`config.mk`:
```
export PLATFORM = sky130hd
export DESIGN_NAME = huffman_stream_decoder
export DESIGN_NICKNAME = d
export VERILOG_FILES = /design/src/rtl/huffman_stream_decoder.sv
export SDC_FILE = /design/constraint.sdc
export NUM_CORES = 2
export LEC_CHECK = 0
export CAP_MARGIN = 5
export CORE_MARGIN = 5
export CORE_UTILIZATION = 38
export DETAILED_ROUTE_END_ITERATION = 7
export GPL_ROUTABILITY_DRIVEN = 0
export SLEW_MARGIN = 20
export SYNTH_ARGS = -nofsm -noshare
export SYNTH_HDL_FRONTEND = slang
export SYNTH_SLANG_ARGS = --single-unit
```
`constraint.sdc`:
```
create_clock -name clk -period 42.7 [get_ports clk]
set_input_delay 8.54 -clock clk [delete_from_list [all_inputs] [get_ports clk]]
set_output_delay 8.54 -clock clk [all_outputs]
set_load 0.02 [all_outputs]
```
`src/rtl/huffman_stream_decoder.sv`:
```
// Purpose : table-driven Huffman decoder for a packed MSB-first byte stream;
//           each decoded symbol {run,size} is followed by 'size' raw magnitude bits.
// Latency : one decoded symbol every 2 cycles (size=0) or 3 cycles (size>0) once bits are buffered.
// Backpressure: out_ready=0 holds OUT with stable outputs; in_ready drops when the
//           bit buffer cannot take another byte or the decoder sits in ERROR.
// Ports   : clk/reset (async, active high); tbl_we/tbl_idx/tbl_len/tbl_code/tbl_sym
//           write one code table entry; in_valid/in_data/in_ready byte input;
//           out_valid/out_ready/out_run/out_size/out_mag decoded symbol; err/clr_err
//           sticky decode error and its clear.
module huffman_stream_decoder #(
  parameter int H       = 16,
  parameter int MAX_LEN = 16,
  parameter int BUF_W   = 32
) (
  input  logic                 clk,
  input  logic                 reset,
  input  logic                 tbl_we,
  input  logic [$clog2(H)-1:0] tbl_idx,
  input  logic [4:0]           tbl_len,
  input  logic [15:0]          tbl_code,
  input  logic [7:0]           tbl_sym,
  input  logic                 in_valid,
  input  logic [7:0]           in_data,
  output logic                 in_ready,
  output logic                 out_valid,
  input  logic                 out_ready,
  output logic [3:0]           out_run,
  output logic [3:0]           out_size,
  output logic [14:0]          out_mag,
  output logic                 err,
  input  logic                 clr_err
);

  localparam int CW = $clog2(BUF_W + 1);

  typedef enum logic [1:0] {DECODE, MAG, OUT, ERROR} state_t;

  state_t state, state_nxt;

  logic [4:0]  tlen  [H];
  logic [15:0] tcode [H];
  logic [7:0]  tsym  [H];

  logic [BUF_W-1:0] bufr, buf_sh, buf_nx;
  logic [CW-1:0]    cnt, cnt_sh, cnt_nx;
  logic [4:0]       sh;
  logic [3:0]       run_q, size_q;
  logic [14:0]      mag_q, magv;
  logic             err_q;
  logic [15:0]      top16, mask, cand;
  logic             hit, size_ok, accept;
  logic [4:0]       hit_len;
  logic [7:0]       hit_sym;

  // Code table; a write and a same-cycle match see the old contents because
  // matching reads these registers before the edge.
  always_ff @(posedge clk or posedge reset) begin
    if (reset) begin
      for (int i = 0; i < H; i++) begin
        tlen[i]  <= '0;
        tcode[i] <= '0;
        tsym[i]  <= '0;
      end
    end else if (tbl_we) begin
      tlen[tbl_idx]  <= tbl_len;
      tcode[tbl_idx] <= tbl_code;
      tsym[tbl_idx]  <= tbl_sym;
    end
  end

  assign top16 = bufr[BUF_W-1 -: 16];

  // Scan from the highest index down so the lowest matching index is kept.
  // Entries longer than MAX_LEN never match.
  always_comb begin
    hit     = 1'b0;
    hit_len = '0;
    hit_sym = '0;
    mask    = '0;
    cand    = '0;
    for (int i = H - 1; i >= 0; i--) begin
      mask = ~(16'hFFFF << tlen[i]);
      cand = top16 >> (5'd16 - tlen[i]);
      if (tlen[i] != 5'd0 && tlen[i] <= 5'(MAX_LEN) &&
          CW'(tlen[i]) <= cnt && cand == (tcode[i] & mask)) begin
        hit     = 1'b1;
        hit_len = tlen[i];
        hit_sym = tsym[i];
      end
    end
  end

  assign size_ok = CW'(size_q) <= cnt;
  assign magv    = 15'(top16 >> (5'd16 - {1'b0, size_q}));

  // FSM: state register
  always_ff @(posedge clk or posedge reset) begin
    if (reset) state <= DECODE;
    else       state <= state_nxt;
  end

  // FSM: next state
  always_comb begin
    state_nxt = state;
    case (state)
      DECODE: begin
        if (hit)                       state_nxt = (hit_sym[3:0] != 4'd0) ? MAG : OUT;
        else if (cnt >= CW'(MAX_LEN))  state_nxt = ERROR;
      end
      MAG:     if (size_ok)   state_nxt = OUT;
      OUT:     if (out_ready) state_nxt = DECODE;
      ERROR:   if (clr_err)   state_nxt = DECODE;
      default: state_nxt = DECODE;
    endcase
  end

  // FSM: outputs
  always_comb begin
    out_valid = (state == OUT);
    in_ready  = (cnt <= CW'(BUF_W - 8)) && (state != ERROR);
  end

  // Bit buffer: consume first, then append the new byte right after the
  // bits that survive the shift.
  always_comb begin
    sh = '0;
    if (state == DECODE && hit)  sh = hit_len;
    if (state == MAG && size_ok) sh = {1'b0, size_q};
    accept = in_valid && in_ready;
    buf_sh = bufr << sh;
    cnt_sh = cnt - CW'(sh);
    buf_nx = buf_sh;
    cnt_nx = cnt_sh;
    if (accept) begin
      buf_nx = buf_sh | ({in_data, {(BUF_W-8){1'b0}}} >> cnt_sh);
      cnt_nx = cnt_sh + CW'(8);
    end
  end

  always_ff @(posedge clk or posedge reset) begin
    if (reset) begin
      bufr   <= '0;
      cnt    <= '0;
      run_q  <= '0;
      size_q <= '0;
      mag_q  <= '0;
      err_q  <= 1'b0;
    end else begin
      if (state == ERROR && clr_err) begin
        bufr  <= '0;
        cnt   <= '0;
        err_q <= 1'b0;
      end else begin
        bufr <= buf_nx;
        cnt  <= cnt_nx;
      end
      if (state == DECODE && !hit && cnt >= CW'(MAX_LEN)) err_q <= 1'b1;
      if (state == DECODE && hit) begin
        run_q  <= hit_sym[7:4];
        size_q <= hit_sym[3:0];
        mag_q  <= '0;
      end
      if (state == MAG && size_ok) mag_q <= magv;
    end
  end

  assign out_run  = run_q;
  assign out_size = size_q;
  assign out_mag  = mag_q;
  assign err      = err_q;

endmodule

```
==> reports/metrics.csv <==
metric,value,unit
setup TNS,0,ns
initial core utilization,0.3814,
top_reg_cell synth,dfrtp_1,
ranking of synthesized cells by area,"dfrtp_1, mux2_2, mux2i_1",
Worst path most repeated cell,buf_4,
WHS,0.4956,ns
"Reg clk slew, reported paths",0.05,ns
synthesized area,49320,um^2
core area,129300,um^2
Worst-Skew Late Latency,0.68,ns
DRC,0,
Worst slew margin,0.2306,
pin count of the biggest net entering global routing,114,
cts repair resizes,0,
worst clock skew,0.05362,ns
CP Buf/Inv Count,6,
Tot GR Track Use,0.2554,
LEAKAGE,0.02155,uW
Fillers,12710,
critical path's top delay family,buffers and inverters,
I/O Buffers,72,
Synth top area share,0.2679,
CTS tree,built,
Syn. warnings,0,
Rows,132,
Yosys cell types,114,
initial drt markers,5480,
H-tree levels,3,
final worst-path cycle share,0.2773,
Crit-path slowest cell,buf_4,
min Tclk post-route,11.84,ns
Tot Pwr,3732,uW
"Seq/Total Area, Yosys",0.2679,
critical path class,input port to asynchronous set/reset pin,
gr ovfl total,0,
f_max,84.47,MHz
Antenna Violating Nets Remaining,0,
Critical Path RT,43.45,ns
post-synthesis area per instance,8.913,um^2
crit-path max FO,113,
final wirelength,182.3,mm
maximum VDD drop,0.03453,mV
Pre-antenna DRT Iters,6,
vias per inst,6.516,
Worst-Margin Slew,1.154,ns
worst hold-check path type,register to register,
"Setup Fix Bufs, Post-CTS",0,
power density over the cells,70.04,nW/um^2
die area,137100,um^2
fraction of layout cells with a size suffix above 1,0.1990,
critical path cell sequence,clkdlybuf4s50_1 -> inv_8 -> buf_4 -> buf_4 -> buf_4 -> buf_4,
Via Count,46210,
initial antenna violation count,16,
Synth Instances,5534,
Detail Placement HPWL,119.0,mm
RSZ-0062 raised after global routing,false,
Worst path max stage delay,0.79,ns
Hold Fails Final Rpt,0,
worst path arrival time,12.59,ns
CTS sink count,528,
first-pass GRT wire length,273.9,mm
Final setup viols,0,
async set-reset flop share out of synthesis,1.000,
wire per inst,25.70,um
hold buffers post-CTS,0,
Area growth syn-to-layout,8.016,%
CTS buffer count,66,
clk buf depth,3,
clk root buf,clkbuf_16,
syn nets,5737,
Die Span X,370.3,um
Finished Layout Cells,7092,
die height,370.3,um
leading area contributor after synthesis,dfrtp_1,
number of synthesized flops with an enable pin,0,
CP startpoint kind,input port,
"Slew Viols, Final",0,
Final nets,5502,
dpl cells,6972,
Worst setup EP type,asynchronous set/reset pin,
vias in the first global route,43490,
synthesized flop and latch total,528,
I/O pins,73,
run status,completed,
maxcap violations,0,
final timing paths:
| check | start | endpoint | slack (ns) | cells after the start |
|---|---|---|---|---|
| setup / recovery | reset | tcode[121]$_DFFE_PP0P_ | 30.86 | 6 |
| hold / removal | tsym[27]$_DFFE_PP0P_ | tsym[27]$_DFFE_PP0P_ | 0.50 | 1 |
| setup reg to reg | tlen[15]$_DFFE_PP0P_ | bufr[29]$_DFF_PP0_ | 31.78 | 29 |
| hold reg to reg | tsym[27]$_DFFE_PP0P_ | tsym[27]$_DFFE_PP0P_ | 0.50 | 1 |
| max in group clk | cnt[1]$_DFF_PP0_ | in_ready | 31.33 | 5 |
| min in group asynchronous | reset | out_mag[5]$_DFFE_PP0P_ | 8.38 | 2 |
routing by layer:
layer  part of all wire  track usage
met1               0.43       0.3617
met2               0.43       0.3775
met5            0.00013            0
met3               0.10      0.05401
met4              0.043       0.1048
state kept, by name, summed over array words and instances, names as in the netlist:
register and count:
bufr 32, cnt 6, err 1, out_mag 15
out_run 4, out_size 4, state 2, tcode 256
tlen 80, tsym 128
per-stage QoR:
step,instance area (um^2),utilization,setup slack [ns]
6_report,53280,0.4120,30.86
5_1_grt,53260,0.4118,30.23
4_1_cts,53230,0.4116,30.69
3_5_place_dp,51010,0.3944,29.98
3_3_place_gp,51010,0.3944,30.06
2_1_floorplan,49320,-,19.41
cells by family after synthesis:
logic type,Yosys count,share of synthesized area
fa+ha+maj,158,0.04013
simple gates,1554,0.1574
buf+inv,634,0.05375
xor+xnor,124,0.02202
compound gates,1553,0.2174
flops,528,0.2679
mux,983,0.2414
cell type report:
cell class              count  area (um^2)  share of cell area
clock inverters            22        319.1            0.005988
diodes                      8        20.02           0.0003757
flip-flops and latches    528        13240              0.2484
inverters                 157        601.8             0.01130
multi-input cells        4372        33560              0.6300
repair buffers            174         1459             0.02738
well taps                1742         2180             0.04091
clock buffers              89         1899             0.03565
cell usage in the layout (no fill, tap or decap), drive strengths merged, types with 47 or more instances in the layout:
cell type,netlist,final
mux2i,287,287
and3,55,55
o21a,61,61
o22ai,124,124
clkbuf,336,89
mux4,106,106
o21ai,382,382
a211oi,79,79
a22oi,47,47
nand3,82,82
mux2,590,590
inv,151,156
nor2,367,367
nand2,448,448
or3,49,49
xor2,61,61
nor3,81,81
xnor2,63,63
a21oi,215,215
buf,141,110
clkdlybuf4s50,0,64
dfrtp,528,528
nand2b,69,69
nor2b,103,103
or2,59,59
a31oi,59,59
ha,155,155
where the power goes:
group	leakage, uW	switching, uW	internal [uW]
Sequential	0.00649	222	627
Clock	0.00110	242	344
Combinational	0.0140	1350	947
Total	0.0215	1810	1920
worst reg2reg max path: cells and delay by family (launching register included):
family	cells	cell delay, ns
buffers and inverters	4	1.83
adders and majority gates	2	1.46
xor gates and xnor gates	1	0.21
DFF	1	0.91
muxes	2	0.99
AOI/OAI and AO/OA	9	2.66
and+or+nand+nor	11	2.75
cells in the mapped netlist, types with 78 or more instances:
library cell / n
nand2_1: 448
nor2_1: 366
nor3_1: 80
nor2b_1: 102
o22ai_1: 123
a21oi_1: 214
clkbuf_1: 333
dfrtp_1: 528
ha_1: 155
mux2i_1: 287
mux4_2: 106
mux2_2: 589
o21ai_0: 373
buf_2: 86
a211oi_1: 78
nand3_1: 81
inv_1: 142
Power figures use the tool's default switching activity.
